$ cat src/rtl/alu_pkg.sv
// Shared opcode and controller-state definitions for the iterative ALU.
package alu_pkg;

  typedef enum logic [2:0] {
    OP_NEG_A  = 3'b000,
    OP_NEG_B  = 3'b001,
    OP_ADD    = 3'b010,
    OP_SUB    = 3'b011,
    OP_AND    = 3'b100,
    OP_OR     = 3'b101,
    OP_MUL_LO = 3'b110,
    OP_MUL_HI = 3'b111
  } alu_op_e;

  typedef enum logic [1:0] {
    ST_IDLE = 2'd0,
    ST_MUL  = 2'd1,
    ST_DONE = 2'd2
  } alu_state_e;

  // Both multiply encodings share the 11x prefix.
  function automatic logic is_mul_op(input logic [2:0] op_v);
    return op_v[2] & op_v[1];
  endfunction

endpackage

$ cat src/rtl/shift_add_mul.sv
// Unsigned shift-add multiplier: one partial product per cycle, fixed WIDTH-cycle latency.
module shift_add_mul
  import alu_pkg::*;
#(
  parameter int WIDTH = 4
) (
  input  logic               clk,
  input  logic               rst_n,
  input  logic               start_i,
  input  logic [WIDTH-1:0]   a_i,
  input  logic [WIDTH-1:0]   b_i,
  output logic               done_o,
  output logic [2*WIDTH-1:0] product_o
);

  localparam int CW = (WIDTH > 1) ? $clog2(WIDTH) : 1;

  logic [2*WIDTH-1:0] prod_q, prod_d;
  logic [WIDTH-1:0]   mcand_q, mcand_d;
  logic [CW-1:0]      cnt_q, cnt_d;
  logic               busy_q, busy_d;

  // Upper half accumulates, lower half holds the not-yet-consumed multiplier bits.
  function automatic logic [2*WIDTH-1:0] mul_step(input logic [2*WIDTH-1:0] p,
                                                  input logic [WIDTH-1:0]   m);
    logic [WIDTH:0] s;
    s = {1'b0, p[2*WIDTH-1:WIDTH]} + (p[0] ? {1'b0, m} : {(WIDTH+1){1'b0}});
    return {s, p[WIDTH-1:1]};
  endfunction

  always_comb begin
    prod_d  = prod_q;
    mcand_d = mcand_q;
    cnt_d   = cnt_q;
    busy_d  = busy_q;
    if (start_i) begin
      // The first step is folded into the load edge so the result lands WIDTH edges later.
      prod_d  = mul_step({{WIDTH{1'b0}}, b_i}, a_i);
      mcand_d = a_i;
      cnt_d   = CW'(WIDTH - 1);
      busy_d  = 1'b1;
    end else if (busy_q) begin
      if (cnt_q != '0) begin
        prod_d = mul_step(prod_q, mcand_q);
        cnt_d  = cnt_q - CW'(1);
      end else begin
        busy_d = 1'b0;
      end
    end
  end

  always_ff @(posedge clk or negedge rst_n) begin
    if (!rst_n) begin
      prod_q  <= '0;
      mcand_q <= '0;
      cnt_q   <= '0;
      busy_q  <= 1'b0;
    end else begin
      prod_q  <= prod_d;
      mcand_q <= mcand_d;
      cnt_q   <= cnt_d;
      busy_q  <= busy_d;
    end
  end

  assign done_o    = busy_q && (cnt_q == '0);
  assign product_o = prod_q;

endmodule

$ cat src/rtl/iter_alu.sv
// Handshaked ALU: single-cycle add/sub/logic/negate, WIDTH-cycle iterative multiply.
//   state   | meaning
//   ST_IDLE | in_ready high, waiting for a transaction
//   ST_MUL  | shift-add multiplier running
//   ST_DONE | out_valid high, result held until out_ready
module iter_alu
  import alu_pkg::*;
#(
  parameter int WIDTH = 4
) (
  input  logic             clk,
  input  logic             rst_n,
  input  logic             in_valid,
  output logic             in_ready,
  input  logic [WIDTH-1:0] a,
  input  logic [WIDTH-1:0] b,
  input  logic [2:0]       op,
  output logic             out_valid,
  input  logic             out_ready,
  output logic [WIDTH-1:0] result,
  output logic             carry,
  output logic             zero
);

  alu_state_e       state_q, state_d;
  alu_op_e          op_q, op_d;
  logic [WIDTH-1:0] result_q, result_d;
  logic             carry_q, carry_d;
  logic             zero_q, zero_d;

  logic               accept;
  logic               mul_start;
  logic               mul_done;
  logic [2*WIDTH-1:0] mul_prod;
  logic [WIDTH:0]     add_w;
  logic [WIDTH-1:0]   alu_res;
  logic               alu_c;
  logic [WIDTH-1:0]   mul_sel;

  assign accept    = in_valid && in_ready;
  assign mul_start = accept && is_mul_op(op);

  shift_add_mul #(.WIDTH(WIDTH)) u_mul (
    .clk       (clk),
    .rst_n     (rst_n),
    .start_i   (mul_start),
    .a_i       (a),
    .b_i       (b),
    .done_o    (mul_done),
    .product_o (mul_prod)
  );

  always_comb begin
    add_w   = {1'b0, a} + {1'b0, b};
    alu_res = '0;
    alu_c   = 1'b0;
    case (alu_op_e'(op))
      OP_NEG_A: begin alu_res = -a;    alu_c = (a != '0); end
      OP_NEG_B: begin alu_res = -b;    alu_c = (b != '0); end
      OP_ADD:   begin alu_res = add_w[WIDTH-1:0]; alu_c = add_w[WIDTH]; end
      OP_SUB:   begin alu_res = a - b; alu_c = (a < b); end
      OP_AND:   alu_res = a & b;
      OP_OR:    alu_res = a | b;
      default:  alu_res = '0;
    endcase
  end

  assign mul_sel = (op_q == OP_MUL_HI) ? mul_prod[2*WIDTH-1:WIDTH] : mul_prod[WIDTH-1:0];

  always_comb begin
    state_d  = state_q;
    op_d     = op_q;
    result_d = result_q;
    carry_d  = carry_q;
    zero_d   = zero_q;
    case (state_q)
      ST_IDLE: begin
        if (accept) begin
          if (is_mul_op(op)) begin
            op_d    = alu_op_e'(op);
            state_d = ST_MUL;
          end else begin
            result_d = alu_res;
            carry_d  = alu_c;
            zero_d   = (alu_res == '0);
            state_d  = ST_DONE;
          end
        end
      end
      ST_MUL: begin
        if (mul_done) begin
          result_d = mul_sel;
          carry_d  = 1'b0;
          zero_d   = (mul_sel == '0);
          state_d  = ST_DONE;
        end
      end
      ST_DONE: begin
        if (out_ready) state_d = ST_IDLE;
      end
      default: state_d = ST_IDLE;
    endcase
  end

  always_ff @(posedge clk or negedge rst_n) begin
    if (!rst_n) begin
      state_q  <= ST_IDLE;
      op_q     <= OP_NEG_A;
      result_q <= '0;
      carry_q  <= 1'b0;
      zero_q   <= 1'b0;
    end else begin
      state_q  <= state_d;
      op_q     <= op_d;
      result_q <= result_d;
      carry_q  <= carry_d;
      zero_q   <= zero_d;
    end
  end

  assign in_ready  = (state_q == ST_IDLE);
  assign out_valid = (state_q == ST_DONE);
  assign result    = result_q;
  assign carry     = carry_q;
  assign zero      = zero_q;

endmodule

$ cat config.mk
export PLATFORM = sky130hd
export DESIGN_NAME = iter_alu
export DESIGN_NICKNAME = d
export VERILOG_FILES = /design/src/rtl/alu_pkg.sv /design/src/rtl/shift_add_mul.sv /design/src/rtl/iter_alu.sv
export SDC_FILE = /design/constraint.sdc
export NUM_CORES = 1
export LEC_CHECK = 0
export CAP_MARGIN = 20
export CORE_ASPECT_RATIO = 0.7
export CORE_MARGIN = 2
export CORE_UTILIZATION = 33
export CTS_BUF_LIST = sky130_fd_sc_hd__clkbuf_8
export CTS_CLUSTER_SIZE = 8
export DETAILED_ROUTE_END_ITERATION = 7
export PLACE_DENSITY = 0.63
export SYNTH_ARGS = -nofsm -noshare
export SYNTH_HDL_FRONTEND = slang
export SYNTH_SLANG_ARGS = --single-unit
$ cat constraint.sdc
create_clock -name clk -period 3.88 [get_ports clk]
set_input_delay 0.776 -clock clk [delete_from_list [all_inputs] [get_ports clk]]
set_output_delay 0.776 -clock clk [all_outputs]
set_load 0.05 [all_outputs]
# Word-level counts from Yosys, hierarchy flattened

Cells that the tools add are included.

Eq/ne operators: 12
Order comparisons: 1
Multiplexer cells: 31
Add/sub/neg operators: 6
Bitwise logic cells: 3
Reduce and logical (&&, ||, !) cells: 18

Operators with widths:

| operator                                                                | count |
|---|---|
| 4-bit two-way mux                                                       | 6 |
| 8-bit two-way mux                                                       | 3 |
| 4-bit case mux with 6 select lines                                      | 1 |
| 2-bit two-way mux                                                       | 7 |
| 3-bit == test, second input constant                                    | 3 |
| 1-bit two-way mux                                                       | 9 |
| 4-bit zero test                                                         | 2 |
| 4-bit negation                                                          | 2 |
| 4-bit case mux with 2 select lines                                      | 1 |
| 2-bit nonzero test                                                      | 4 |
| 4-bit nonzero test                                                      | 2 |
| 3-bit by 2-bit == test with 1-bit output, second input constant         | 2 |
| 2-bit case mux with 3 select lines                                      | 1 |
| 3-bit AND reduction                                                     | 2 |
| 4-bit by 4-bit adder with 5-bit output                                  | 1 |
| 4-bit by 5-bit adder with 5-bit output                                  | 1 |
| 4-bit AND                                                               | 1 |
| 2-bit zero test                                                         | 2 |
| 4-bit < comparator                                                      | 1 |
| 2-bit by 1-bit inequality test with 1-bit output, second input constant | 2 |
| 2-bit inequality test, second input constant                            | 2 |
| 4-bit OR                                                                | 1 |
| 1-bit case mux with 2 select lines                                      | 2 |
| 1-bit case mux with 4 select lines                                      | 1 |
| 10 further kinds                                                        | 12 |

Register bits: 26
Output and inout port bits: 8
Input bits: 15

# Depth between registers and ports, before layout

Depth in word-level cells: 6
Mapped depth: 9
Mapped depth without buffers: 9

# By module

Synthesis repeated with hierarchy kept, for this count alone.

Cell total of the unflattened synthesis: 213
Area total of the unflattened synthesis: 2068.2 um^2

Modules (own cells, without submodules):

| module        | times used | cells an instance | area an instance (um^2) |
|---|---|---|---|
| iter_alu      | 1          | 135               | 1212.4 |
| shift_add_mul | 1          | 78                | 855.8 |

# Least setup slack after synthesis

OpenSTA, ideal clock, no wires.

Path type: input -> register
From: in a[0]
To: reg carry_q (netlist: carry)
Required time: 3.785 ns
Arrival time: 2.304 ns
Library setup time: 0.095 ns
Slack: 1.480 ns
Stages: 8
Path through: inv_1 > ha_1 > inv_1 > fa_1 > a21oi_1 > o21bai_1 > mux4_2 > o31ai_1

Cells in the longest elaborated chain, start to end: 5
Elaborated cells on any way between the ends: 7
Those cells by class: add/sub (1); order compare (1); mux (4); reduce/logical (1)

Ends and longest elaborated chain:

| element                                                              | RTL line        | RTL |
|---|---|---|
| start, declared                                                      | iter_alu.sv:15  | `input logic [WIDTH-1:0] a,` |
| 4-bit by 4-bit adder with 5-bit output, or another cell as far along | iter_alu.sv:54  | `add_w = {1'b0, a} + {1'b0, b};` |
| 1-bit case mux with 4 select lines (*)                               | iter_alu.sv:57  | `case (alu_op_e'(op))` |
| 1-bit two-way mux (*)                                                | iter_alu.sv:79  | `if (is_mul_op(op)) begin` |
| 1-bit two-way mux (*)                                                | iter_alu.sv:78  | `if (accept) begin` |
| 1-bit case mux with 2 select lines (*)                               | iter_alu.sv:76  | `case (state_q)` |
| end signal, assigned                                                 | iter_alu.sv:116 | `carry_q <= carry_d;` |
| end, declared                                                        | iter_alu.sv:28  | `logic carry_q, carry_d;` |

Every way passes the cells marked *; elsewhere a longest branch is shown, timed or not. The select of a mux whose other input is x is not followed.
A chain may end at the register's enable or synchronous reset.

# Worst setup path after layout

From: in b[0]
To: reg zero_q (netlist: zero)

Cells in the longest elaborated chain, start to end: 6
Elaborated cells on any way between the ends: 10
Those cells by class: add/sub (3); mux (4); bitwise (2); reduce/logical (1)

Ends and longest elaborated chain:

| element                                        | RTL line        | RTL |
|---|---|---|
| start, declared                                | iter_alu.sv:16  | `input logic [WIDTH-1:0] b,` |
| 4-bit subtractor, or another cell as far along | iter_alu.sv:61  | `OP_SUB: begin alu_res = a - b; alu_c = (a < b); end` |
| 4-bit case mux with 6 select lines (*)         | iter_alu.sv:57  |  |
| 4-bit zero test (*)                            | iter_alu.sv:85  | `zero_d = (alu_res == '0);` |
| 1-bit two-way mux (*)                          | iter_alu.sv:79  |  |
| 1-bit two-way mux (*)                          | iter_alu.sv:78  |  |
| 1-bit case mux with 2 select lines (*)         | iter_alu.sv:76  |  |
| end signal, assigned                           | iter_alu.sv:117 | `zero_q <= zero_d;` |
| end, declared                                  | iter_alu.sv:29  | `logic zero_q, zero_d;` |

Marked as above.

==> key figures <==
Outcome
  – Status: finished clean

Logic synthesis
  – Synth top area share: 0.3252
  – Syn nets: 257
  – Adder-Cell Fraction of Synth Area: 0.1488
  – Post-synthesis mux area share: 0.1013
  – Simple-gate area share of the yosys netlist: 0.1501
  – Yosys reg bits: 26
  – Register area share after synthesis: 0.3252
  – Number of flops mapped to enable cells by yosys: 0
  – Distinct cells, synth: 47
  – Syn Inst Count: 220
  – Post-synth top area cell: dfrtp_1
  – Synth Area in Compound Gates: 0.1795
  – Synth Cell Area: about 0.002 mm2
  – Synth cell count leaders: dfrtp_1, inv_1, nand2_1
  – Asr flop ratio synth: 1.000
  – Main flop type after synthesis: dfrtp_1
  – Synth warnings: 0
  – Count leader, synth: dfrtp_1
  – Synth top area cells: dfrtp_1, ha_1, a21oi_1
  – Combinational family with the most area after synthesis: compound AO/OA/AOI/OAI gates
  – Syn_area_per_cell: 9.094 um2
  – Xor/xnor share of the synthesized area: 0.02189

Floorplanning
  – CORE AREA: 0.005784 mm2
  – Die height: 69.15 um
  – Die Wd: 97.07 um
  – Num rows: 23
  – Area of the die: 0.006712 mm2
  – Boundary pin count: 23
  – Starting density of the core: 0.3459

Worst setup path
  – R2R depth: 8
  – Critical path endpoint category: flop
  – CP max stage delay: 660 ps
  – Worst setup path start: b[0]
  – R2R Path End: u_mul.product_o[5]
  – Worst Setup EP: zero
  – Critical-path top delay cell: clkdlybuf4s50_1
  – Worst path required time: between 4000 and 5000 ps
  – WS Path Type: in -> reg
  – Data arrival time of the worst path: 3160 ps
  – Worst r2r src: u_mul.product_o[0]
  – Setup crit start kind: input pin
  – Top cell by count, worst path: a21o_1
  – Crit-path cells: clkdlybuf4s50_1 -> ha_1 -> inv_1 -> fa_1 -> nor2b_1 -> a2111oi_0 -> a21o_1 -> nor4_1 -> a21o_1
  – Crit-path max FO: 9
  – Reg2reg setup slack: 2090 ps

Layout
  – NumNets Final: 276
  – Ant. Diodes: 0
  – Share of layout cells above drive strength 1: 0.05462
  – Area growth syn-to-layout: 16.20%
  – Non-Filler Instances: 313
  – Filler cells: 591

Pwr
  – Clk network pwr share: 0.117
  – Leakage: roughly 1.1 nW
  – Sw Share: 0.4493
  – Seq pwr share: 0.341
  – Comb power frac: 0.542
  – NetSw: 0.6776 mW
  – Worst vdd ir: around 0.28 mV
  – Pint: just over 0.8 mW
  – Pwr Density: about 650 mW/mm2

Timing
  – Rel. slew slack: 0.4265
  – Setup_tns: 0 ps
  – Final clock skew: 6.932 ps
  – Period minus WS final: 2987 ps
  – Hold violation total from the final report: 0
  – Worst Tran Pin Value: 857.5 ps
  – Max-slew violations: 0
  – Final setup vio count: 0
  – Fmax: 334.8 MHz
  – Unrepaired setup endpoints after global routing: false
  – Period utilisation layout: 0.7698

CTS
  – Clock buffer depth: 2
  – CTS sink count: 26
  – CTS buffer count: 3
  – Worst-Skew Late Latency: 270 ps
  – Post-CTS Resized: 0
  – Cts-stage hold buffer count: 0
  – TritonCTS clock tree: yes
  – Root buffer cell: clkbuf_8
  – CTS clk-pin slew, worst paths: 90 ps
  – Htree depth: 1
  – Post-CTS Setup Bufs: 0

GRT
  – GRT Overall Usage: 0.1576
  – Vias in the first global route: 1666
  – Initial antenna violation count: 0
  – Largest net degree at the start of global routing: 30
  – GR Overflow Total: 0
  – First-pass GRT wire length: 8597 um

Routing
  – Total vias in the final route: 1637
  – 1st-iter DRT viols: 113
  – Final antenna-violating net count: 0
  – Routed wire length: 4908 um
  – Detailed-router iteration count before antenna repair: 4
  – DR vias/cell: 5.230
  – DRC viols: 0
  – Wire per inst: around 16 um

Job
  – Max-Cap Viols: 0

Min path
  – Hold WC Path Type: reg -> reg

Placement
  – IO Port Bufs: 22
  – RePlAce Congestion: 0.8840
  – DP Cell Count: 309
  – DP HPWL: between 3000 and 4000 um
through the flow:
| stage | area (um2) | worst slack [ps] | hold slack [ps] | utilization | power (mW) |
|---|---|---|---|---|---|
| global placement | 2270 | 673.6 | 456.7 | 0.3924 | 1.323 |
| finish | 2325 | 893.4 | 475.2 | 0.4019 | 1.508 |
| detailed placement | 2270 | 623.6 | 453.6 | 0.3924 | 1.335 |
| global route | 2325 | 725.7 | 513.3 | 0.4019 | 1.655 |
| CTS | 2325 | 919.7 | 479.8 | 0.4019 | 1.514 |
| floorplan | 2001 | 1480 | 435.4 | - | 1.103 |
layer usage:
metal / GRT usage / share of wire / vias up
met4: 0.01878 / 0.0039 / 0
met1: 0.2506 / 0.51 / 769
met3: 0.04158 / 0.10 / 2
met2: 0.2168 / 0.38 / 58
met5: 0 / 0 / -
li1: - / - / 808
critical path, delay by kind of cell:
kind / cells / cell delay (ps)
AOI/OAI and AO/OA: 3 / 750
buffers and inverters: 2 / 730
adders and majority gates: 2 / 700
and+or+nand+nor: 2 / 190
sequential cells by signal, indices dropped and copies added (netlist names):
name / cells
u_mul.product_o: 8
result: 4
u_mul.mcand_q: 4
op_q: 3
state_q: 2
u_mul.cnt_q: 2
carry: 1
u_mul.busy_q: 1
zero: 1
how the worst min path moves through the flow:
| stage | startpoint | to | slack (ps) | cells past startpoint |
|---|---|---|---|---|
| final | op_q[1] | op_q[1] | 480 | 1 |
| after global routing | op_q[1] | op_q[1] | 510 | 1 |
| after CTS | op_q[1] | op_q[1] | 480 | 1 |
| after detailed placement | op_q[1] | op_q[1] | 450 | 1 |
| after global placement | op_q[1] | op_q[1] | 460 | 1 |
| after floorplan | op_q[2] | op_q[2] | 440 | 1 |
final cells by class:
class	count	area (um2)	share of cell area
tap	75	93.84	0.04037
multi-input combinational	161	1204	0.5178
inverter	23	86.33	0.03714
clock buffer	4	55.05	0.02368
sequential	26	650.6	0.2799
timing repair buffer	24	235.2	0.1012
cells by family (layout without fill, tap and decap cells):
| kind of cell | Yosys count | after routing |
|---|---|---|
| simple gates | 60 | 60 |
| compound gates | 59 | 59 |
| buf+inv | 33 | 51 |
| flops | 26 | 26 |
| fa+ha+maj | 22 | 22 |
| mux | 15 | 15 |
| xor+xnor | 5 | 5 |
power by group through the flow:
stage | Sequential [mW] | Combinational, mW | Clock, mW
2_1_floorplan | 0.579 | 0.524 | 0
3_3_place_gp | 0.515 | 0.808 | 0
3_5_place_dp | 0.518 | 0.816 | 0
4_1_cts | 0.513 | 0.820 | 0.181
5_1_grt | 0.535 | 0.924 | 0.196
6_report | 0.514 | 0.817 | 0.176
placed cells by master (no fill, tap or decap), types with 2 or more instances in the layout:
master,synthesis,layout
a21o_1,4,4
a21oi_1,19,19
a31oi_1,2,2
and2_1,3,3
buf_4,1,2
clkbuf_8,0,4
clkdlybuf4s50_1,0,22
dfrtp_1,26,26
fa_1,3,3
ha_1,19,19
inv_1,22,22
mux2_2,2,2
mux2i_1,9,9
mux4_2,3,3
nand2_1,22,22
nand2b_1,4,4
nand3_1,4,4
nor2_1,8,8
nor2b_1,5,5
nor3_1,2,2
nor4_1,3,3
o211ai_1,3,3
o21ai_0,11,11
o21ai_1,6,6
o31ai_1,4,4
or3_1,2,2
or4_1,3,3
xnor2_1,3,3
xor2_1,2,2
(Power assumes the default switching activity.)
